[src/rtl/dual_shift_unit.sv]
`default_nettype none
// ============================================================================
// Module      : dual_shift_unit
// Description : Two WIDTH-bit shift registers (A, B) plus a sequencer. An
//               Execute request runs SHIFT_CNT shifts of both registers in a
//               latched direction and serial-source mode, then reports Done.
//               While no run is active, each register can be cleared or
//               parallel loaded, with clear taking priority over load.
// Ports       : Clk, Reset (sync, active-high)
//               Clr_A/Clr_B, Ld_A/Ld_B, DA/DB  - clear / parallel load (idle only)
//               Execute, Dir, Mode             - run request, direction, serial source
//               A_In/B_In                      - external serial inputs (Mode 00/11)
//               A_out/B_out                    - bit currently leaving A / B
//               A, B                           - register contents
//               Busy, Done                     - SHIFT / DONE state indicators
//               A_zero/B_zero                  - registered all-zero flags
//                                                (only with DSU_ZERO_FLAG_EN)
// Options     : `define DSU_ZERO_FLAG_EN to add A_zero / B_zero.
// Revision    : 1.0 - initial release
// ============================================================================
module dual_shift_unit #(
    parameter int WIDTH     = 8,
    parameter int SHIFT_CNT = WIDTH
) (
    input  logic             Clk,
    input  logic             Reset,
    input  logic             Clr_A,
    input  logic             Clr_B,
    input  logic             Ld_A,
    input  logic             Ld_B,
    input  logic [WIDTH-1:0] DA,
    input  logic [WIDTH-1:0] DB,
    input  logic             Execute,
    input  logic             Dir,
    input  logic [1:0]       Mode,
    input  logic             A_In,
    input  logic             B_In,
    output logic             A_out,
    output logic             B_out,
    output logic [WIDTH-1:0] A,
    output logic [WIDTH-1:0] B,
    output logic             Busy,
`ifdef DSU_ZERO_FLAG_EN
    output logic             A_zero,
    output logic             B_zero,
`endif
    output logic             Done
);

    // Counter holds 0..SHIFT_CNT-1 (index of the shift being performed).
    localparam int                 c_CNT_W = (SHIFT_CNT > 1) ? $clog2(SHIFT_CNT) : 1;
    localparam logic [c_CNT_W-1:0] c_LAST  = c_CNT_W'(SHIFT_CNT - 1);

    localparam logic [1:0] c_ST_IDLE  = 2'd0;
    localparam logic [1:0] c_ST_SHIFT = 2'd1;
    localparam logic [1:0] c_ST_DONE  = 2'd2;

    logic [1:0]         r_state;
    logic [1:0]         w_next_state;
    logic [c_CNT_W-1:0] r_count;
    logic               r_dir;
    logic [1:0]         r_mode;
    logic [WIDTH-1:0]   r_a;
    logic [WIDTH-1:0]   r_b;

    logic               w_shifting;
    logic               w_start;
    logic               w_dir_eff;
    logic               w_a_out;
    logic               w_b_out;
    logic               w_a_ser;
    logic               w_b_ser;
    logic [WIDTH-1:0]   w_a_next;
    logic [WIDTH-1:0]   w_b_next;

    assign w_shifting = (r_state == c_ST_SHIFT);
    assign w_start    = (r_state == c_ST_IDLE) && Execute;

    // During a run the outgoing bit follows the latched direction; otherwise
    // it tracks the live Dir input so the caller can preview the next bit.
    assign w_dir_eff = w_shifting ? r_dir : Dir;
    assign w_a_out   = w_dir_eff ? r_a[WIDTH-1] : r_a[0];
    assign w_b_out   = w_dir_eff ? r_b[WIDTH-1] : r_b[0];

    // Serial source selection. Cross mode uses the pre-shift outgoing bits,
    // so A and B effectively swap contents after WIDTH shifts.
    always_comb begin
        w_a_ser = A_In;
        w_b_ser = B_In;
        case (r_mode)
            2'b01: begin
                w_a_ser = w_a_out;
                w_b_ser = w_b_out;
            end
            2'b10: begin
                w_a_ser = w_b_out;
                w_b_ser = w_a_out;
            end
            default: begin
                w_a_ser = A_In;
                w_b_ser = B_In;
            end
        endcase
    end

    // Register next values: shift during a run, else Clr > Ld > hold.
    always_comb begin
        w_a_next = r_a;
        w_b_next = r_b;
        if (w_shifting) begin
            w_a_next = r_dir ? {r_a[WIDTH-2:0], w_a_ser} : {w_a_ser, r_a[WIDTH-1:1]};
            w_b_next = r_dir ? {r_b[WIDTH-2:0], w_b_ser} : {w_b_ser, r_b[WIDTH-1:1]};
        end else begin
            if (Clr_A)     w_a_next = '0;
            else if (Ld_A) w_a_next = DA;
            if (Clr_B)     w_b_next = '0;
            else if (Ld_B) w_b_next = DB;
        end
    end

    // Next-state logic.
    always_comb begin
        w_next_state = r_state;
        case (r_state)
            c_ST_IDLE:  if (Execute) w_next_state = c_ST_SHIFT;
            c_ST_SHIFT: if (r_count == c_LAST) w_next_state = c_ST_DONE;
            c_ST_DONE:  if (!Execute) w_next_state = c_ST_IDLE;
            default:    w_next_state = c_ST_IDLE;
        endcase
    end

    always_ff @(posedge Clk) begin
        if (Reset) begin
            r_state <= c_ST_IDLE;
            r_count <= '0;
            r_dir   <= 1'b0;
            r_mode  <= 2'b00;
            r_a     <= '0;
            r_b     <= '0;
        end else begin
            r_state <= w_next_state;
            r_a     <= w_a_next;
            r_b     <= w_b_next;
            if (w_start) begin
                r_dir   <= Dir;
                r_mode  <= Mode;
                r_count <= '0;
            end else if (w_shifting) begin
                r_count <= (r_count == c_LAST) ? '0 : r_count + 1'b1;
            end
        end
    end

`ifdef DSU_ZERO_FLAG_EN
    // Flags are computed from the next register values so they line up
    // with the registers themselves every cycle.
    logic r_a_zero;
    logic r_b_zero;

    always_ff @(posedge Clk) begin
        if (Reset) begin
            r_a_zero <= 1'b1;
            r_b_zero <= 1'b1;
        end else begin
            r_a_zero <= (w_a_next == '0);
            r_b_zero <= (w_b_next == '0);
        end
    end

    assign A_zero = r_a_zero;
    assign B_zero = r_b_zero;
`endif

    assign A_out = w_a_out;
    assign B_out = w_b_out;
    assign A     = r_a;
    assign B     = r_b;
    assign Busy  = w_shifting;
    assign Done  = (r_state == c_ST_DONE);

endmodule
`default_nettype wire
[config.mk]
export PLATFORM = sky130hd
export DESIGN_NAME = dual_shift_unit
export DESIGN_NICKNAME = d
export VERILOG_FILES = /design/src/rtl/dual_shift_unit.sv
export SDC_FILE = /design/constraint.sdc
export NUM_CORES = 1
export LEC_CHECK = 0
export BUFFER_PORTS_ARGS = -buffer_cell sky130_fd_sc_hd__buf_2
export CORE_MARGIN = 2
export CORE_UTILIZATION = 35
export DETAILED_ROUTE_END_ITERATION = 8
export PLACE_DENSITY_LB_ADDON = 0.15
export SKIP_CTS_REPAIR_TIMING = 1
export SKIP_LAST_GASP = 1
export SLEW_MARGIN = 10
export SYNTH_ARGS = -nofsm -noshare
export SYNTH_HDL_FRONTEND = slang
export SYNTH_SLANG_ARGS = --single-unit
[constraint.sdc]
create_clock -name Clk -period 3.2 [get_ports Clk]
set_clock_uncertainty 0.1 [all_clocks]
set_input_delay 0.96 -clock Clk [delete_from_list [all_inputs] [get_ports Clk]]
set_output_delay 0.96 -clock Clk [all_outputs]
set_load 0.05 [all_outputs]
; Word-level counts from Yosys, hierarchy flattened
; Cells that the tools add are included.
[word_totals]
register_bits = 24
input_bits = 28
out_inout_bits = 20
[op_classes]
add_sub_neg = 1
n_eq_ne = 8
n_mux = 18
n_reduce_logical = 6
[ops]
columns = operator, n
row1 = $mux W8, 8
row2 = $mux W2, 3
row3 = $pmux W2 S3, 1
row4 = $reduce_bool A3 Y1, 2
row5 = $eq A2 B1 Y1 const B, 2
row6 = $eq A2 B2 Y1 const B, 2
row7 = $ne A2 B2 Y1 const B, 2
row8 = $pmux W1 S2, 2
row9 = $add A3 B1 Y3 const B, 1
row10 = $eq A3 B3 Y1 const B, 1
row11 = $mux W1, 3
row12 = $mux W3, 1
row13 = $reduce_and A3 Y1, 1
row14 = $logic_not A2 Y1, 1
row15 = $ne A2 B1 Y1 const B, 1
row16 = $reduce_or A2 Y1, 1
row17 = $logic_and A1 B1 Y1, 1

; Longest topological paths before layout
[logic_depth]
depth_word = 6
ltp_mapped = 7
mapped_depth_nobuf = 6

; Least setup slack after synthesis
; OpenSTA, ideal clock, no wires.
[synth_timing]
path_kind = input to output
start = input port Dir
end = output port A_out
t_arrival_ns = 1.677
setup_slack_ns = 0.463
stages = 3
n_path_buf = 0
cell_sequence = mux2i_2 mux2i_1 inv_1
[synth_between]
elab_chain_cells = 2
[synth_lines]
columns = item, line
row1 = from (decl), 34  ; input logic Dir,
row2 = $mux W1, 81  ; assign w_dir_eff = w_shifting ? r_dir : Dir;
row3 = $mux W1, 82  ; assign w_a_out = w_dir_eff ? r_a[WIDTH-1] : r_a[0];
row4 = to (decl), 38  ; output logic A_out,
; No other way between the ends.

; Worst setup path after layout
; Same ends and word-level chain as after synthesis.

==> metrics.cfg <==
[run_status]
outcome = finished, final reports clean

[detailed_routing]
vias = 1385
dr.first_iter.drc_count = 108
viasPerCell = 5.09
firstDrtPassIters = 4
wl_per_cell_um = 12.9
ant_nets = 0
wirelength_mm = 3.52
drc = 0

[logic_synthesis]
syn_inst = 185
synth_cell_type_count = 30
synth_area_um2 = 1440
async_reset_ff_frac = 0
yosysTopAreaCellShare = 0.334
yosys-top-cells-count = dfxtp_1, nand2_1, nor2_1
synthFlopType = dfxtp_1
synth_seq_cells = 24
postSynthAreaPerCell_um2 = 7.78
syn-num-nets = 217
ys_warn_count = 0
ys_seq_area_frac = 0.334
synth_area_leader_cell = dfxtp_1
yosys.cell_count.top_type = dfxtp_1
netlist_top_cells_area = dfxtp_1, mux2i_1, o221ai_1, a21oi_1, nand2_1
synth_edf_count = 0

[pwr]
finalPower_w = 0.000748
sw_frac_of_total = 0.360
seq_power_share = 0.460
p_comb_frac = 0.302
peakVddDrop_uv = 236
pwr_density_cell_nw_per_um2 = 433
internal_power_w = 0.000479
p_switching_w = 0.000269
pwr-share-clk = 0.239
power.leakage_nw = 0.796

[global_routing]
grt.total_usage = 0.159
grt_pass1_wl_mm = 5.69
grt_max_degree = 34
grt-ovfl-total = 0
grt_antenna_before_repair = 0
grt_pass1_vias = 1185

[sta]
maxSlewViolCount = 0
period_share = 0.910
slew_headroom = 0.693
finalSetupViolations = 0
hold_ws_ps = 400
hold_viol = 0
rsz0062_at_grt = false
tns_ps = 0
fmax_mhz = 343
worst-slew-pin-transition_ps = 460
period_minus_slack_ps = 2910

[finish]
nNetsFinal = 256
drive_gt1_frac = 0.252
antenna_cells = 0
fin_area_um2 = 1730
instances_no_fill = 272
synthToLayoutAreaGrowth_pct = 20.0
fillers = 412

[clock_tree]
clkTransAtPathRegs_ps = 80
cts_max_path_buffers = 2
root_buffer = clkbuf_8
htree_levels = 1
cts_num_sinks = 24
cts_made_buffers = 3
clk_latency_ps = 270
cts_tree = built

[worst_setup_path]
crit_path_end_kind = output pin
critical_path_arrival_ps = 1850
worstSetupStartpointType = primary input
worst-path-max-fanout = 3
crit_slowest_cell = mux2i_1
crit_chain = buf_2 -> mux2i_2 -> mux2i_1 -> inv_1 -> buf_2
crit_type = in -> out
cpPeakStageDelay_ps = 310
cpMostUsedCell = buf_2
crit_required_ps = 2140

[placement]
dpl.cell_count = 269
dpl_cell_area_um2 = 1690
hpwl_mm = 2.52
io_buffers = 47
place_congestion = 0.708

[min_path]
min_path_type = reg -> reg

[floorplan]
die_w_um = 68.1
die_y_um = 68.1
fp-row-count = 23
core_um2 = 3970
dieArea_um2 = 4640
initial_utilization = 0.362
io_pins = 48

[run]
max_cap_violations = 0

-- worst max-delay path, delay by kind of cell --
family	cells	cell delay (ps)
buf+inv	3	380
mux	2	520
-- registers in the layout, indices dropped and copies added, names as in the netlist --
register / flops
r_dir: 1
r_count: 3
r_state: 2
B: 8
r_mode: 2
A: 8
-- metrics by stage --
step                setup WS [ps]  utilization
floorplan                     463            -
global placement              309        0.424
detailed placement            288        0.424
CTS                           287        0.435
global route                  230        0.435
finish                        287        0.435
-- logic make-up after synthesis --
family	share of synthesized area
AO/OA/AOI/OAI	0.237
adder cells (fa/ha/maj)	0.0348
buffers and inverters	0.0930
flip-flops	0.334
multiplexers	0.129
AND/OR/NAND/NOR	0.172
-- metal layers --
metal / up-vias / part of all wire / track usage
li1: 719 / - / -
met1: 626 / 0.49 / 0.239
met2: 38 / 0.45 / 0.231
met3: 2 / 0.056 / 0.0362
met4: 0 / 0.0048 / 0.0300
met5: - / 0 / 0
-- final timing paths --
kind                                 start    endpoint  slack (ps)  depth (start not counted)
worst min register to register  r_count[1]  r_count[1]         400                          2
worst max register to register  r_state[1]        B[3]        1240                          6
worst min-delay path            r_count[1]  r_count[1]         400                          2
worst max-delay path                   Dir       A_out         290                          5
-- cell type report --
| type | count | area, µm² | area share |
|---|---|---|---|
| clock buffers | 3 | 41.3 | 0.0239 |
| inverters | 18 | 67.6 | 0.0391 |
| multi-input cells | 128 | 825 | 0.478 |
| flip-flops and latches | 24 | 480 | 0.278 |
| well taps | 50 | 62.6 | 0.0362 |
| repair buffers | 49 | 250 | 0.145 |
-- power groups by stage --
stage | registers (W) | clock network (W) | logic, W
after floorplan | 0.000402 | 0 | 0.000117
after global placement | 0.000351 | 0 | 0.000227
after detailed placement | 0.000351 | 0 | 0.000228
after CTS | 0.000344 | 0.000187 | 0.000228
after global routing | 0.000348 | 0.000198 | 0.000247
final | 0.000344 | 0.000179 | 0.000226
-- cells in the final DEF, fill, tap and decap left out, types with 2 or more instances in the layout --
cell      instances
a211oi_1          3
a21oi_1          18
a221oi_1          2
buf_2            47
buf_4             2
clkbuf_8          3
dfxtp_1          24
ha_1              4
inv_1            17
mux2i_1          16
nand2_1          22
nand2b_1          2
nand3b_1          2
nor2_1           21
nor2b_1           2
nor3_1            4
o211ai_1          3
o21ai_0           5
o221ai_1         11
o22a_1            2
o32a_1            2
or3_1             2
(Power assumes the default switching activity.)
